$ cat src/rtl/ca3_demux_pkg.sv
`default_nettype none
// ---------------------------------------------------------------------------
// ca3_demux_pkg : shared FSM state type and width constants.  Rev 1.0
// ---------------------------------------------------------------------------
package ca3_demux_pkg;

  localparam int N  = 16;
  localparam int SW = 4;

  typedef enum logic [1:0] {
    IDLE = 2'd0,
    RECV = 2'd1,
    DONE = 2'd2
  } state_t;

endpackage : ca3_demux_pkg
`default_nettype wire

$ cat src/rtl/ca3_demux_1to4.sv
`default_nettype none
// ---------------------------------------------------------------------------
// ca3_demux_1to4 : 1-to-4 one-hot decoder with enable.  Rev 1.0
// ---------------------------------------------------------------------------
module ca3_demux_1to4 (
  input  logic       en_i,
  input  logic [1:0] sel_i,
  output logic [3:0] y_o
);

  always_comb begin
    y_o = 4'b0000;
    if (en_i) begin
      y_o[sel_i] = 1'b1;
    end
  end

endmodule : ca3_demux_1to4
`default_nettype wire

$ cat src/rtl/ca3_serial_demux_16.sv
`default_nettype none
// ---------------------------------------------------------------------------
// ca3_serial_demux_16 : serial-to-parallel bit demux, auto or addressed.  Rev 1.0
// ---------------------------------------------------------------------------
module ca3_serial_demux_16
  import ca3_demux_pkg::state_t, ca3_demux_pkg::IDLE, ca3_demux_pkg::RECV,
         ca3_demux_pkg::DONE, ca3_demux_pkg::SW;
#(
  parameter int N = 16
) (
  input  logic          clk,
  input  logic          rst,
  input  logic          start,
  input  logic          din,
  input  logic          din_valid,
  input  logic          addr_mode,
  input  logic [SW-1:0] S,
  output logic [N-1:0]  A,
  output logic          busy,
  output logic          done,
  output logic [SW-1:0] cnt
);

  state_t        state_q, state_d;
  logic [N-1:0]  a_q, a_d;
  logic [SW-1:0] cnt_q, cnt_d;
  logic          busy_q;
  logic          done_q;

  logic          w_accept;
  logic [SW-1:0] w_idx;
  logic [3:0]    w_grp;
  logic [N-1:0]  w_we;

  assign w_accept = (state_q == RECV) && din_valid;
  assign w_idx    = addr_mode ? S : cnt_q;

  // Two-level tree: the root picks a nibble, each leaf picks the bit inside it.
  ca3_demux_1to4 u_root (
    .en_i  (w_accept),
    .sel_i (w_idx[3:2]),
    .y_o   (w_grp)
  );

  for (genvar g = 0; g < 4; g++) begin : g_leaf
    ca3_demux_1to4 u_leaf (
      .en_i  (w_grp[g]),
      .sel_i (w_idx[1:0]),
      .y_o   (w_we[4*g +: 4])
    );
  end

  always_comb begin
    state_d = state_q;
    a_d     = a_q;
    cnt_d   = cnt_q;
    case (state_q)
      IDLE: begin
        if (start) begin
          state_d = RECV;
          cnt_d   = '0;
          a_d     = '0;
        end
      end
      RECV: begin
        if (din_valid) begin
          a_d   = (a_q & ~w_we) | (w_we & {N{din}});
          cnt_d = cnt_q + 4'd1;
          if (cnt_q == 4'd15) begin
            state_d = DONE;
          end
        end
      end
      DONE: begin
        state_d = IDLE;
      end
      default: begin
        state_d = IDLE;
      end
    endcase
  end

  // Status flags are registered from the next state so they line up with it.
  always_ff @(posedge clk or posedge rst) begin
    if (rst) begin
      state_q <= IDLE;
      a_q     <= '0;
      cnt_q   <= '0;
      busy_q  <= 1'b0;
      done_q  <= 1'b0;
    end else begin
      state_q <= state_d;
      a_q     <= a_d;
      cnt_q   <= cnt_d;
      busy_q  <= (state_d == RECV);
      done_q  <= (state_d == DONE);
    end
  end

  assign A    = a_q;
  assign cnt  = cnt_q;
  assign busy = busy_q;
  assign done = done_q;

endmodule : ca3_serial_demux_16
`default_nettype wire

$ cat config.mk
export PLATFORM = sky130hd
export DESIGN_NAME = ca3_serial_demux_16
export DESIGN_NICKNAME = d
export VERILOG_FILES = /design/src/rtl/ca3_demux_pkg.sv /design/src/rtl/ca3_demux_1to4.sv /design/src/rtl/ca3_serial_demux_16.sv
export SDC_FILE = /design/constraint.sdc
export NUM_CORES = 1
export LEC_CHECK = 0
export BUFFER_PORTS_ARGS = -buffer_cell sky130_fd_sc_hd__buf_2
export CORE_MARGIN = 5
export CORE_UTILIZATION = 50
export CTS_BUF_LIST = sky130_fd_sc_hd__clkbuf_2
export CTS_CLUSTER_DIAMETER = 150
export DETAILED_ROUTE_END_ITERATION = 10
export PLACE_DENSITY = 0.77
export SETUP_SLACK_MARGIN = 0.05
export SLEW_MARGIN = 10
export SYNTH_ARGS = -nofsm -noshare
export SYNTH_HDL_FRONTEND = slang
export SYNTH_SLANG_ARGS = --single-unit
$ cat constraint.sdc
create_clock -name clk -period 2.8 [get_ports clk]
set_input_delay 0.14 -clock clk [delete_from_list [all_inputs] [get_ports clk]]
set_output_delay 0.14 -clock clk [all_outputs]
set_load 0.01 [all_outputs]
# == Word level (Yosys, flattened, before mapping) ==
# Cells that the tools add are included.
# op_classes
n_addsub,1
n_lt_le_gt_ge,4
n_eq_ne,6
mux,20
n_bitwise,4
reduce_logical,6
# ops
operator,count
$and 16x16->16,2
$mux 16,2
$mux 4,8
$pmux 16 s2,1
$not 16->16,1
$or 16x16->16,1
$pmux 4 s2,1
$lt 2x3->1 const B,2
$mux 2,3
$add 4x1->4 const B,1
$demux 1 s2,2
$eq 2x1->1 const B,2
$eq 4x4->1 const B,1
$ge 2x1->1 const B,2
$ne 2x2->1 const B,2
$pmux 2 s2,1
$logic_and 1x1->1,3
$reduce_and 3->1,1
$eq 2x2->1 const B,1
$logic_not 2->1,1
$mux 1,2
$reduce_bool 2->1,1
# word_totals
ff_bits,24
inputBits,10
output_inout_bits,22

# == Longest topological paths before layout ==
# Gate-level depths: netlist of the first run.
# depth
word_depth,12
depth_mapped,6
mapped_depth_nobuf,5

# == Cells and area by module ==
# Synthesis of the first run repeated with hierarchy kept, for this count alone.
# hier_totals
cells_unflattened,153
hier_area_um2,1403.8
# modules_own_cells
mod,instances,cells_per_inst,area_each_um2
ca3_serial_demux_16,1,133,1216.2
ca3_demux_1to4,5,4,37.5

# == Worst setup path after synthesis of the first run ==
# OpenSTA, ideal clock, no wires.
# synth_timing
path_kind,register to register
startpoint,register state_q[0]
endpoint,"register a_q[8], in the netlist A[8]"
setup_time_ns,0.136
arrival_ns,1.399
setup_slack_ns,1.264
path_stages_with_launch,7
synth_period_minus_slack_ns,1.536
path_cell_list,dfrtp_1 and3b_1 clkbuf_1 or3_4 buf_6 o311ai_0 o21ai_1
# synth_between
elab_chain_cells,9
word_cells_on_any_way,15
classes_between,eq/ne: 3; mux: 4; bitwise: 4; reduce/logical: 4
# synth_lines
item,line_no,text
start: declaration,ca3_serial_demux_16.sv:24,"state_t state_q, state_d;"
start signal: assignment,ca3_serial_demux_16.sv:92,state_q <= state_d;
$eq 2x1->1,"ca3_serial_demux_16.sv:35, ca3_serial_demux_16.sv:57",
$logic_and 1x1->1,ca3_serial_demux_16.sv:35,assign w_accept = (state_q == RECV) && din_valid;
$mux 4 (2 in a row),ca3_demux_1to4.sv:13,if (en_i) begin
$not 16->16,ca3_serial_demux_16.sv:67,a_d = (a_q & ~w_we) | (w_we & {N{din}});
$and 16x16->16,ca3_serial_demux_16.sv:67,
$or 16x16->16,ca3_serial_demux_16.sv:67,
$mux 16,ca3_serial_demux_16.sv:66,if (din_valid) begin
$pmux 16 s2,ca3_serial_demux_16.sv:57,case (state_q)
end signal: assignment,ca3_serial_demux_16.sv:87,a_q <= '0;
end signal: assignment,ca3_serial_demux_16.sv:93,a_q <= a_d;
end: declaration,ca3_serial_demux_16.sv:25,"logic [N-1:0] a_q, a_d;"
# Parallel ways exist; a longest one is shown, timed or not. The select of a mux whose other input is x is not followed.
# A chain may end at the register's enable or synchronous reset.

# == Worst setup path after layout of the first run ==
# layout_timing
startpoint,register state_q[0]
endpoint,"register a_q[15], in the netlist A[15]"
# The elaborated chain is that of the path after synthesis.

==> results of run 1 <==
## layer usage
layer,up-vias,track usage
met5,-,0
met3,7,0.0285
li1,495,-
met2,34,0.279
met4,0,0.0809
met1,500,0.255
## synthesized netlist by cell type, drive strengths merged (2+ instances only)
library cell,count
a21oi,3
a22o,3
a41oi,2
and2,2
and3,3
and3b,2
buf,4
dfrtp,24
inv,5
nand2,5
nand2b,4
nor2,2
nor3,3
o21ai,17
o311ai,16
o32a,2
## flip-flops by register name, summed over array words and instances (netlist names)
signal and count:
cnt 4, A 16, state_q 2, done 1
busy 1
## worst max path at each step
stage                     slack (ns)  cells after the start                  from                end
after floorplan                 1.26                      6  state_q[0]$_DFF_PP0_   A[8]$_DFFE_PP0P_
after global placement          1.19                      4  state_q[0]$_DFF_PP0_   A[8]$_DFFE_PP0P_
after detailed placement        1.11                      4  state_q[0]$_DFF_PP0_  A[10]$_DFFE_PP0P_
after CTS                       1.08                      4  state_q[0]$_DFF_PP0_  A[10]$_DFFE_PP0P_
after global routing            0.84                      4  state_q[0]$_DFF_PP0_   A[8]$_DFFE_PP0P_
final                           1.08                      4  state_q[0]$_DFF_PP0_  A[15]$_DFFE_PP0P_
## power by group
part           internal (mW)  total (mW)  switching (mW)  leakage, nW
Clock                 0.0310       0.135           0.104       0.0140
Combinational          0.141       0.342           0.202        0.329
Sequential             0.405       0.472          0.0663        0.316
## worst max-delay path, stage by stage, from the launching register on
cell	delay, ns
dfrtp_1	0.49
mux2i_1	0.18
or2_1	0.44
o311ai_0	0.41
o21ai_1	0.11
## timing repair
action	4_1_cts	5_1_grt
hold buffers	1	0
buffers inserted	0	0
endpoints found under the hold margin	24	0
## layout make-up
cell class,count,area share
Clock inverter,1,0.00276
Tap cell,28,0.0258
Sequential cell,24,0.442
Multi-Input combinational cell,76,0.384
Timing Repair Buffer,32,0.121
Inverter,5,0.0138
Clock buffer,3,0.0110
## cells by family (layout without fill, tap and decap cells)
group	Yosys count	count (layout)	share of synthesized area
AND/OR/NAND/NOR	25	25	0.121
XOR/XNOR	1	1	0.00734
flip-flops	24	24	0.503
adder cells (fa/ha/maj)	1	1	0.0105
multiplexers	1	1	0.00839
buffers and inverters	10	41	0.0597
AO/OA/AOI/OAI	48	48	0.290
==> metrics.md, run 1 <==
| Metric | Value |
|---|---|
| Clk_lat worst skew | ~0.35 ns |
| Worst hold endpoint | state_q[0]$_DFF_PP0_ |
| Post-Syn Instances | 110 |
| Max Buffers Root-to-Sink | 2 |
| Layout cells sized above 1 | 0.270 |
| Max Fclk | between 500 and 600 MHz |
| Most frequent cells in the layout | buf_2, dfrtp_1, o21ai_1 |
| Layout area overhead | 13.9% |
| Met1 WL | 1270 um |
| Largest net degree at the start of global routing | 25 |
| Top cell type's share of synthesized area | 0.503 |
| Fillcell total | 217 |
| Multi-input gate area | 522 um^2 |
| R2R Path Start | state_q[0]$_DFF_PP0_ |
| CP endpoint kind | register |
| First-pass iteration count of the detailed router | 4 |
| Post-route ant nets | 0 |
| Worst hold slack | 0.0542 ns |
| Setup TNS | 0 ns |
| Reg2Reg Setup Slack | between 1 and 1.5 ns |
| Wire length per cell | 16.9 um |
| Placed insts | 164 |
| Total number of vias | 1036 |
| Final WS setup | 1.08 ns |
| Synth Cell Area | 0.00119 mm^2 |
| Max VDD drop | 0.459 mV |
| Post-route cell area | approximately 0.0014 mm^2 |
| RSZ-0062 raised after global routing | false |
| Metal2 WL | ~1400 um |
| Critical R2R Capture | A[15]$_DFFE_PP0P_ |
| N_diodes | 0 |
| Commonest non-fill, non-tap cell in the layout | buf_2 |
| CP Launch Type | register |
| Final setup fails | 0 |
| Die height | 58.9 um |
| Max layer used | met4 |
| Setup WS pre-CTS | 1.11 ns |
| IO Pins | 32 |
| Post-synth EDFFs | 0 |
| Synth top area cells | dfrtp_1, o21ai_1, o311ai_0, o311ai_1, buf_6 |
| Core Area | 0.00225 mm^2 |
| Cts repair resizes | 0 |
| Total gr overflow | 0 |
| Synth warn | 0 |
| Final worst-path cycle share | 0.614 |
| Pwr Total | 0.949 mW |
| CP max FO | 18 |
| Die W | a little under 60 um |
| Routability cong. | 0.823 |
| FFs w/ async S/R, synth | 1.00 |
| Reg clk slew, reported paths | 0.21 ns |
| Min-Delay Path Class | in -> reg |
| CP Class | reg -> reg |
| CTS root buf | clkbuf_2 |
| Slew margin rel. | 0.416 |
| Status | completed |
| Dpl hpwl | ~2100 um |
| Hold wc startpoint | din_valid |
| Post-layout util | 0.603 |
| DR vias/cell | 6.13 |
| Post-DP Area | 0.00133 mm^2 |
| Clk_skew | ~0.0087 ns |
| Total CTS buffers | 3 |
| Leak | 0.659 nW |
| Nets@finish | 153 |
| Routed wl met3 | 170 um |
| Initial antenna violation count | 0 |
| Worst r2r path cells | 4 |
| CTS tree | done |
| Vias in the first global route | 1050 |
| CTS H-tree lvls | 1 |
| Yosys reg bits | 24 |
| Iteration-0 DRC Markers | 36 |
| Sequential area share after synthesis | 0.503 |
| Slew @ Worst Pin | approximately 0.9 ns |
| PD cells | 698 mW/mm^2 |
| Die footprint | 0.00346 mm^2 |
| Max Slew Vio Count | 0 |
| Starting density of the core | 0.529 |
| Worst EP arrival | 1.96 ns |
| Final WL | 2850 um |
| First-pass GRT wire length | ~4900 um |
| Synth cell types | 32 |
| Worst path required time | about 3.0 ns |
| Total GRT Usage | 0.183 |
| Port buffer count | 31 |
| Min Tclk post-route | 1.72 ns |
| # rows | 17 |
| Layout Cells excl Fill | 169 |
| Yosys top cell by area | dfrtp_1 |
| DRC | 0 |
| Mean post-synth cell area | 10.9 um^2 |
| Maxcap violations | 0 |
| Clk sink count | 24 |
| Syn nets | 121 |
| Reg area | 601 um^2 |
| Main synth FF type | dfrtp_1 |
| Final hold vios | 0 |
| Hold Path Depth | 2 |
(Power assumes the default switching activity.)
==> run 2, diff against run 1 <==
ABC_AREA = 1   (was not set)
PLACE_DENSITY = 0.75   (was 0.77)
clock period = 1.7 ns   (was 2.8 ns; I/O delays follow)
==> metrics.md, run 2 <==
| Metric | Value |
|---|---|
| Post-synth EDFFs | 0 (unchanged) |
| Worst hold slack | 0.0395 ns (-0.0147 ns) |
| Clk_lat worst skew | 0.34 ns (about the same) |
| DR vias/cell | 4.87 (-21%) |
| Clk sink count | 24 (unchanged) |
| Mux contribution to synthesized area | 0 (-0.00839) |
| Core Area | 0.00300 mm^2 (+33%) |
| Routability cong. | 0.792 (-3.8%) |
| IO Pins | 32 (unchanged) |
| Total gr overflow | 0 (unchanged) |
| Worst r2r path cells | 7 (+3) |
| Layout cells sized above 1 | 0.239 (-0.0305) |
| Yosys top cell by area | dfrtp_1 |
| Initial antenna violation count | 0 (unchanged) |
| Status | completed |
| Setup WS pre-CTS | 0.390 ns (-0.715 ns) |
| CP Class | reg -> reg |
| First-pass GRT wire length | 5420 um (+9.6%) |
| Final WS setup | 0.359 ns (-0.723 ns) |
| Wire length per cell | 11.2 um (-34%) |
| Most frequent cells in the layout | nand2_1, nand3_1, buf_2 |
| RSZ-0062 raised after global routing | false |
| CP endpoint kind | register |
| CP startpoint | state_q[0]$_DFF_PP0_ |
| Synth top area cells | dfrtp_1, nand2_1, nand3_1, inv_1, nor2_4 |
| Die W | 65.4 um (+11%) |
| Nets@finish | 263 (+72%) |
| Final hold vios | 0 (unchanged) |
| Synth Cell Area | 0.00153 mm^2 (+29%) |
| Total GRT Usage | 0.158 (-0.0252) |
| Slew @ Worst Pin | 0.433 ns (-0.441 ns) |
| Die height | 65.4 um (+11%) |
| Min-Delay Path Class | in -> reg |
| Reg area | 601 um^2 (unchanged) |
| Post-Synth Simple-Gate Area | 0.464 (+0.344) |
| Sequential area share after synthesis | 0.392 (-0.112) |
| Critical R2R Capture | A[13]$_DFFE_PP0P_ |
| CTS root buf | clkbuf_2 |
| Die footprint | 0.00428 mm^2 (+23%) |
| Metal2 WL | 1400 um (+3.2%) |
| Layout Cells excl Fill | 284 (+68%) |
| Min Tclk post-route | 1.34 ns (-0.377 ns) |
| Routed wl met3 | 195 um (+15%) |
| Post-synth top cells | nand2_1, nand3_1, inv_1, dfrtp_1, nor2_1 |
| Mean post-synth cell area | 7.07 um^2 (-35%) |
| Pwr Total | 2.40 mW (+150%) |
| Post-route ant nets | 0 (unchanged) |
| Top cell type's share of synthesized area | 0.392 (-0.112) |
| Final worst-path cycle share | 0.789 (+0.175) |
| Max layer used | met4 |
| Adder-cell area share of the yosys netlist | 0.00816 (-0.00233) |
| Max Fclk | 746 MHz (+28%) |
| Layout area overhead | 13.9% (about the same) |
| Most frequent cell after synthesis | nand2_1 |
| Largest net degree at the start of global routing | 25 (unchanged) |
| FFs w/ async S/R, synth | 1.00 (unchanged) |
| Compound-Gate Fraction of Synth Area | 0.0343 (-0.256) |
| Total CTS buffers | 3 (unchanged) |
| Final WL | 3180 um (+11%) |
| Port buffer count | 31 (unchanged) |
| Post-Syn Instances | 217 (+97%) |
| Reg2Reg Setup Slack | 0.36 ns (-0.72 ns) |
| Area share of xor/xnor cells in the synthesized design | 0 (-0.00734) |
| Vias in the first global route | 1262 (+20%) |
| Max Slew Vio Count | 0 (unchanged) |
| Worst path required time | 1.96 ns (-1.08 ns) |
| Synth warn | 0 (unchanged) |
| CP Launch Type | register |
| N_diodes | 0 (unchanged) |
| Slew margin rel. | 0.711 (+0.295) |
| CTS tree | done |
| DRC | 0 (unchanged) |
| Critical Path End | A[13]$_DFFE_PP0P_ |
| Yosys reg bits | 24 (unchanged) |
| Met1 WL | 1550 um (+22%) |
| Starting density of the core | 0.511 (-0.0186) |
| Main synth FF type | dfrtp_1 |
| CTS H-tree lvls | 1 (unchanged) |
| Reg clk slew, reported paths | 0.22 ns (about the same) |
| R2R Path Start | state_q[0]$_DFF_PP0_ |
| Final setup fails | 0 (unchanged) |
| Maxcap violations | 0 (unchanged) |
| CP max FO | 8 (-10) |
| Worst EP arrival | 1.60 ns (-0.36 ns) |
| Setup TNS | 0 ns (unchanged) |
| PD cells | 1370 mW/mm^2 (+97%) |
| Dpl hpwl | 2380 um (+15%) |
| # rows | 20 (+3) |
| Max Buffers Root-to-Sink | 2 (unchanged) |
| Max FFs per register | 16 (unchanged) |
| Max VDD drop | 0.752 mV (+64%) |
| Leak | 0.989 nW (+50%) |
| Clk_skew | 0.0121 ns (+0.00338 ns) |
| Commonest non-fill, non-tap cell in the layout | nand2_1 |
| Syn nets | 228 (+88%) |
| Fillcell total | 310 (+43%) |
| Largest family of logic cells by synthesized area | simple AND/OR/NAND/NOR gates |
| Multi-input gate area | 777 um^2 (+49%) |
| Total number of vias | 1384 (+34%) |
| Iteration-0 DRC Markers | 36 (unchanged) |
| Synth cell types | 20 (-38%) |
| Post-DP Area | 0.00172 mm^2 (+29%) |
| Placed insts | 279 (+70%) |
| Post-layout util | 0.582 (-0.0211) |
| Post-route cell area | 0.00175 mm^2 (+29%) |
| First-pass iteration count of the detailed router | 4 (unchanged) |
-- run 2: cell count changes after synthesis, sizes merged, moves of 3 or more --
cell,delta
o311ai,-16
and3,-3
inv,+25
nand3,+43
a22o,-3
nor2,+20
o21ai,-12
nand2,+78
nand2b,-4
nor3,-3
-- run 2: report_power, final --
part | switching, mW | leakage (nW) | internal, mW
clock | 0.176 | 0.0140 | 0.0511
combinational | 0.764 | 0.667 | 0.454
sequential | 0.182 | 0.308 | 0.776
-- run 2: cell type report --
type,instances,share of cell area
clock inverters,1,0.00215
inverters,30,0.0659
well taps,33,0.0236
multi-input cells,157,0.445
flip-flops and latches,24,0.344
clock buffers,3,0.00859
repair buffers,36,0.112
-- run 2: critical path, cell delays in order, from the launching register on --
cell     delay [ns]
dfrtp_1        0.47
nand2_2        0.10
nor2_4         0.16
nand2_2        0.12
nor2_4         0.17
nand3_1        0.09
nand3_1        0.11
nand2_1        0.06
-- run 2: what timing repair did --
| action | 4_1_cts | 5_1_grt |
|---|---|---|
| setup buffers | 0 | 0 |
| hold endpoints to repair | 24 | 0 |
| hold buffers | 1 | 0 |
| resized for setup | 0 | 0 |
-- run 2: worst min path at each step --
stage | startpoint | endpoint | cells past startpoint
2_1_floorplan | rst | A[0]$_DFFE_PP0P_ | 1
3_3_place_gp | rst | A[15]$_DFFE_PP0P_ | 3
3_5_place_dp | rst | A[13]$_DFFE_PP0P_ | 3
4_1_cts | din_valid | cnt[2]$_DFFE_PP0P_ | 3
5_1_grt | din_valid | cnt[2]$_DFFE_PP0P_ | 3
6_report | din_valid | cnt[2]$_DFFE_PP0P_ | 3
-- run 2: cell families (layout without fill, tap and decap cells) --
group,count (synthesis),in the layout
and+or+nand+nor,149,149
buffers and inverters,36,70
DFF,24,24
AOI/OAI and AO/OA,7,7
adders and majority gates,1,1
-- run 2: metal layers --
layer / track usage / up-vias
li1: - / 746
met1: 0.223 / 596
met2: 0.252 / 38
met3: 0.0274 / 4
met4: 0.0363 / 0
met5: 0 / -
==> run 3, diff against run 2 <==
PLACE_DENSITY = 0.78   (was 0.75)
clock period = 1.2 ns   (was 1.7 ns; I/O delays follow)
==> metrics.md, run 3 (same netlist as run 2, synthesis figures left out) <==
| Metric | Value |
|---|---|
| Max Slew Vio Count | 0 (unchanged) |
| Dpl hpwl | 2490 um (+5.0%) |
| Maxcap violations | 0 (unchanged) |
| # rows | 20 (unchanged) |
| Critical-path cell list | buf_6, buf_6, inv_2, o21ai_2, buf_6, nor2_2, a211oi_2 |
| Slew margin rel. | 0.657 (-0.0544) |
| Max VDD drop | 1.46 mV (+94%) |
| Largest net degree at the start of global routing | 25 (unchanged) |
| CTS H-tree lvls | 1 (unchanged) |
| Die W | 65.4 um (unchanged) |
| Iteration-0 DRC Markers | 158 (+340%) |
| RSZ-0062 raised after global routing | true |
| R2R Path Start | state_q[0]$_DFF_PP0_ |
| IO Pins | 32 (unchanged) |
| Routability cong. | 0.810 (+2.3%) |
| Worst path slowest cell | dfrtp_1 |
| CP Class | reg -> reg |
| Reg clk slew, reported paths | 0.24 ns (+0.02 ns) |
| Port buffer count | 31 (unchanged) |
| Crit-path leading delay family | flip-flops |
| Post-layout util | 0.709 (+0.127) |
| Total CTS buffers | 3 (unchanged) |
| Core Area | 0.00300 mm^2 (unchanged) |
| Final setup fails | 20 (+20) |
| Total gr overflow | 0 (unchanged) |
| CP endpoint kind | register |
| Placed insts | 291 (+4.3%) |
| Total GRT Usage | 0.183 (+0.0253) |
| PD cells | 2150 mW/mm^2 (+57%) |
| Crit-path most repeated cell | buf_6 |
| Leak | 1.12 nW (+14%) |
| DR vias/cell | 5.28 (+8.3%) |
| Post-DP Area | 0.00182 mm^2 (+5.9%) |
| Worst path required time | 1.49 ns (-0.47 ns) |
| Hold Path Depth | 4 (+1) |
| Starting density of the core | 0.511 (unchanged) |
| Critical R2R Capture | cnt[2]$_DFFE_PP0P_ |
| Total number of vias | 1605 (+16%) |
| Wire length per cell | 14.2 um (+27%) |
| Die footprint | 0.00428 mm^2 (unchanged) |
| Initial antenna violation count | 0 (unchanged) |
| Die height | 65.4 um (unchanged) |
| Slew @ Worst Pin | 0.515 ns (+0.0815 ns) |
| Max FFs per register | 16 (unchanged) |
| DRC | 0 (unchanged) |
| Clk_lat worst skew | 0.37 ns (+0.03 ns) |
| Min-Delay Path Class | in -> reg |
| Max Buffers Root-to-Sink | 2 (unchanged) |
| Final WL | 4310 um (+35%) |
| Worst hold endpoint | done$_DFF_PP0_ |
| Clk_skew | 0.00991 ns (-0.00221 ns) |
| First-pass GRT wire length | 6240 um (+15%) |
| Final worst-path cycle share | 1.15 (+0.358) |
| Most frequent cells in the layout | nand2_1, nand3_1, buf_2 |
| Violations in the final reports | negative setup slack |
| Min Tclk post-route | 1.38 ns (+0.0356 ns) |
| N_diodes | 0 (unchanged) |
| Layout cells sized above 1 | 0.410 (+0.171) |
| Status | complete, but fails checks |
| CTS root buf | clkbuf_2 |
| Layout area overhead | 38.8% |
| Layout Cells excl Fill | 304 (+7.0%) |
| CP max FO | 5 (-3) |
| Worst path max stage delay | 0.45 ns (-0.02 ns) |
| Worst hold slack | 0.0865 ns (+0.0470 ns) |
| CP Launch Type | register |
| Worst EP arrival | 1.66 ns (+0.06 ns) |
| Nets@finish | 283 (+7.6%) |
| CTS tree | done |
| Reg2Reg Setup Slack | -0.18 ns (-0.54 ns) |
| Pwr Total | 4.59 mW (+91%) |
| Vias in the first global route | 1422 (+13%) |
| Final WS setup | -0.177 ns (-0.536 ns) |
| First-pass iteration count of the detailed router | 4 (unchanged) |
| Max Fclk | 726 MHz (-2.6%) |
| Commonest non-fill, non-tap cell in the layout | nand2_1 |
| Post-route ant nets | 0 (unchanged) |
| Post-route cell area | 0.00213 mm^2 (+22%) |
| Worst r2r path cells | 7 (unchanged) |
| CP bufs+invs | 4 (+4) |
| Clk sink count | 24 (unchanged) |
| Final hold vios | 0 (unchanged) |
| Hold wc startpoint | din_valid |
## run 3: cell count changes in the layout (fill, tap and decap cells not counted), moves of 5 or more
| cell | before | now |
|---|---|---|
| nand3_1 | 44 | 35 |
| buf_6 | 0 | 14 |
| inv_1 | 29 | 24 |
| nand3_2 | 0 | 8 |
| nor2_1 | 11 | 5 |
| buf_4 | 4 | 13 |
## run 3: worst max-delay path by stage
stage / from / cells past startpoint / to
4_1_cts: state_q[1]$_DFF_PP0_ / 7 / A[2]$_DFFE_PP0P_
3_5_place_dp: state_q[0]$_DFF_PP0_ / 7 / A[13]$_DFFE_PP0P_
6_report: state_q[0]$_DFF_PP0_ / 7 / cnt[2]$_DFFE_PP0P_
5_1_grt: state_q[0]$_DFF_PP0_ / 9 / cnt[3]$_DFFE_PP0P_
3_3_place_gp: state_q[0]$_DFF_PP0_ / 8 / A[1]$_DFFE_PP0P_
2_1_floorplan: state_q[0]$_DFF_PP0_ / 8 / A[0]$_DFFE_PP0P_
## run 3: power by group
group | total (mW) | internal, mW | switching [mW]
Combinational | 2.67 | 1.19 | 1.48
Clock | 0.558 | 0.287 | 0.271
Sequential | 1.36 | 1.11 | 0.254
## run 3: metrics by stage
| step | setup TNS, ns | setup WS [ns] |
|---|---|---|
| after floorplan | 0 | 0.0357 |
| after global placement | -0.225 | -0.0312 |
| after detailed placement | -0.846 | -0.0876 |
| after CTS | -0.714 | -0.0701 |
| after global routing | -3.74 | -0.311 |
| final | -1.89 | -0.177 |
## run 3: layout make-up
cell class	instances	area, um^2
flip-flops and latches	24	604
inverters	30	120
clock inverters	1	30.0
well taps	33	41.3
multi-input cells	157	908
repair buffers	56	410
fillers	223	873
clock buffers	3	15.0
## run 3: per-layer routing
metal	share of wire	track usage	wire length, um
met3	0.069	0.0239	296
met1	0.41	0.254	1770
met2	0.49	0.292	2100
met5	0	0	0
met4	0.034	0.0648	146
## run 3: worst min-delay path: stages
cell and delay [ns]:
buf_2 0.14, nand3_2 0.10, buf_4 0.11, nor2_1 0.03
## run 3: what timing repair did
action | CTS | global route
hold buffers | 2 | 0
setup endpoints to repair | 23 | 26
pin swaps | 5 | 11
setup buffers | 3 | 6
hold endpoints to repair | 25 | 0
gates resized for setup | 15 | 38
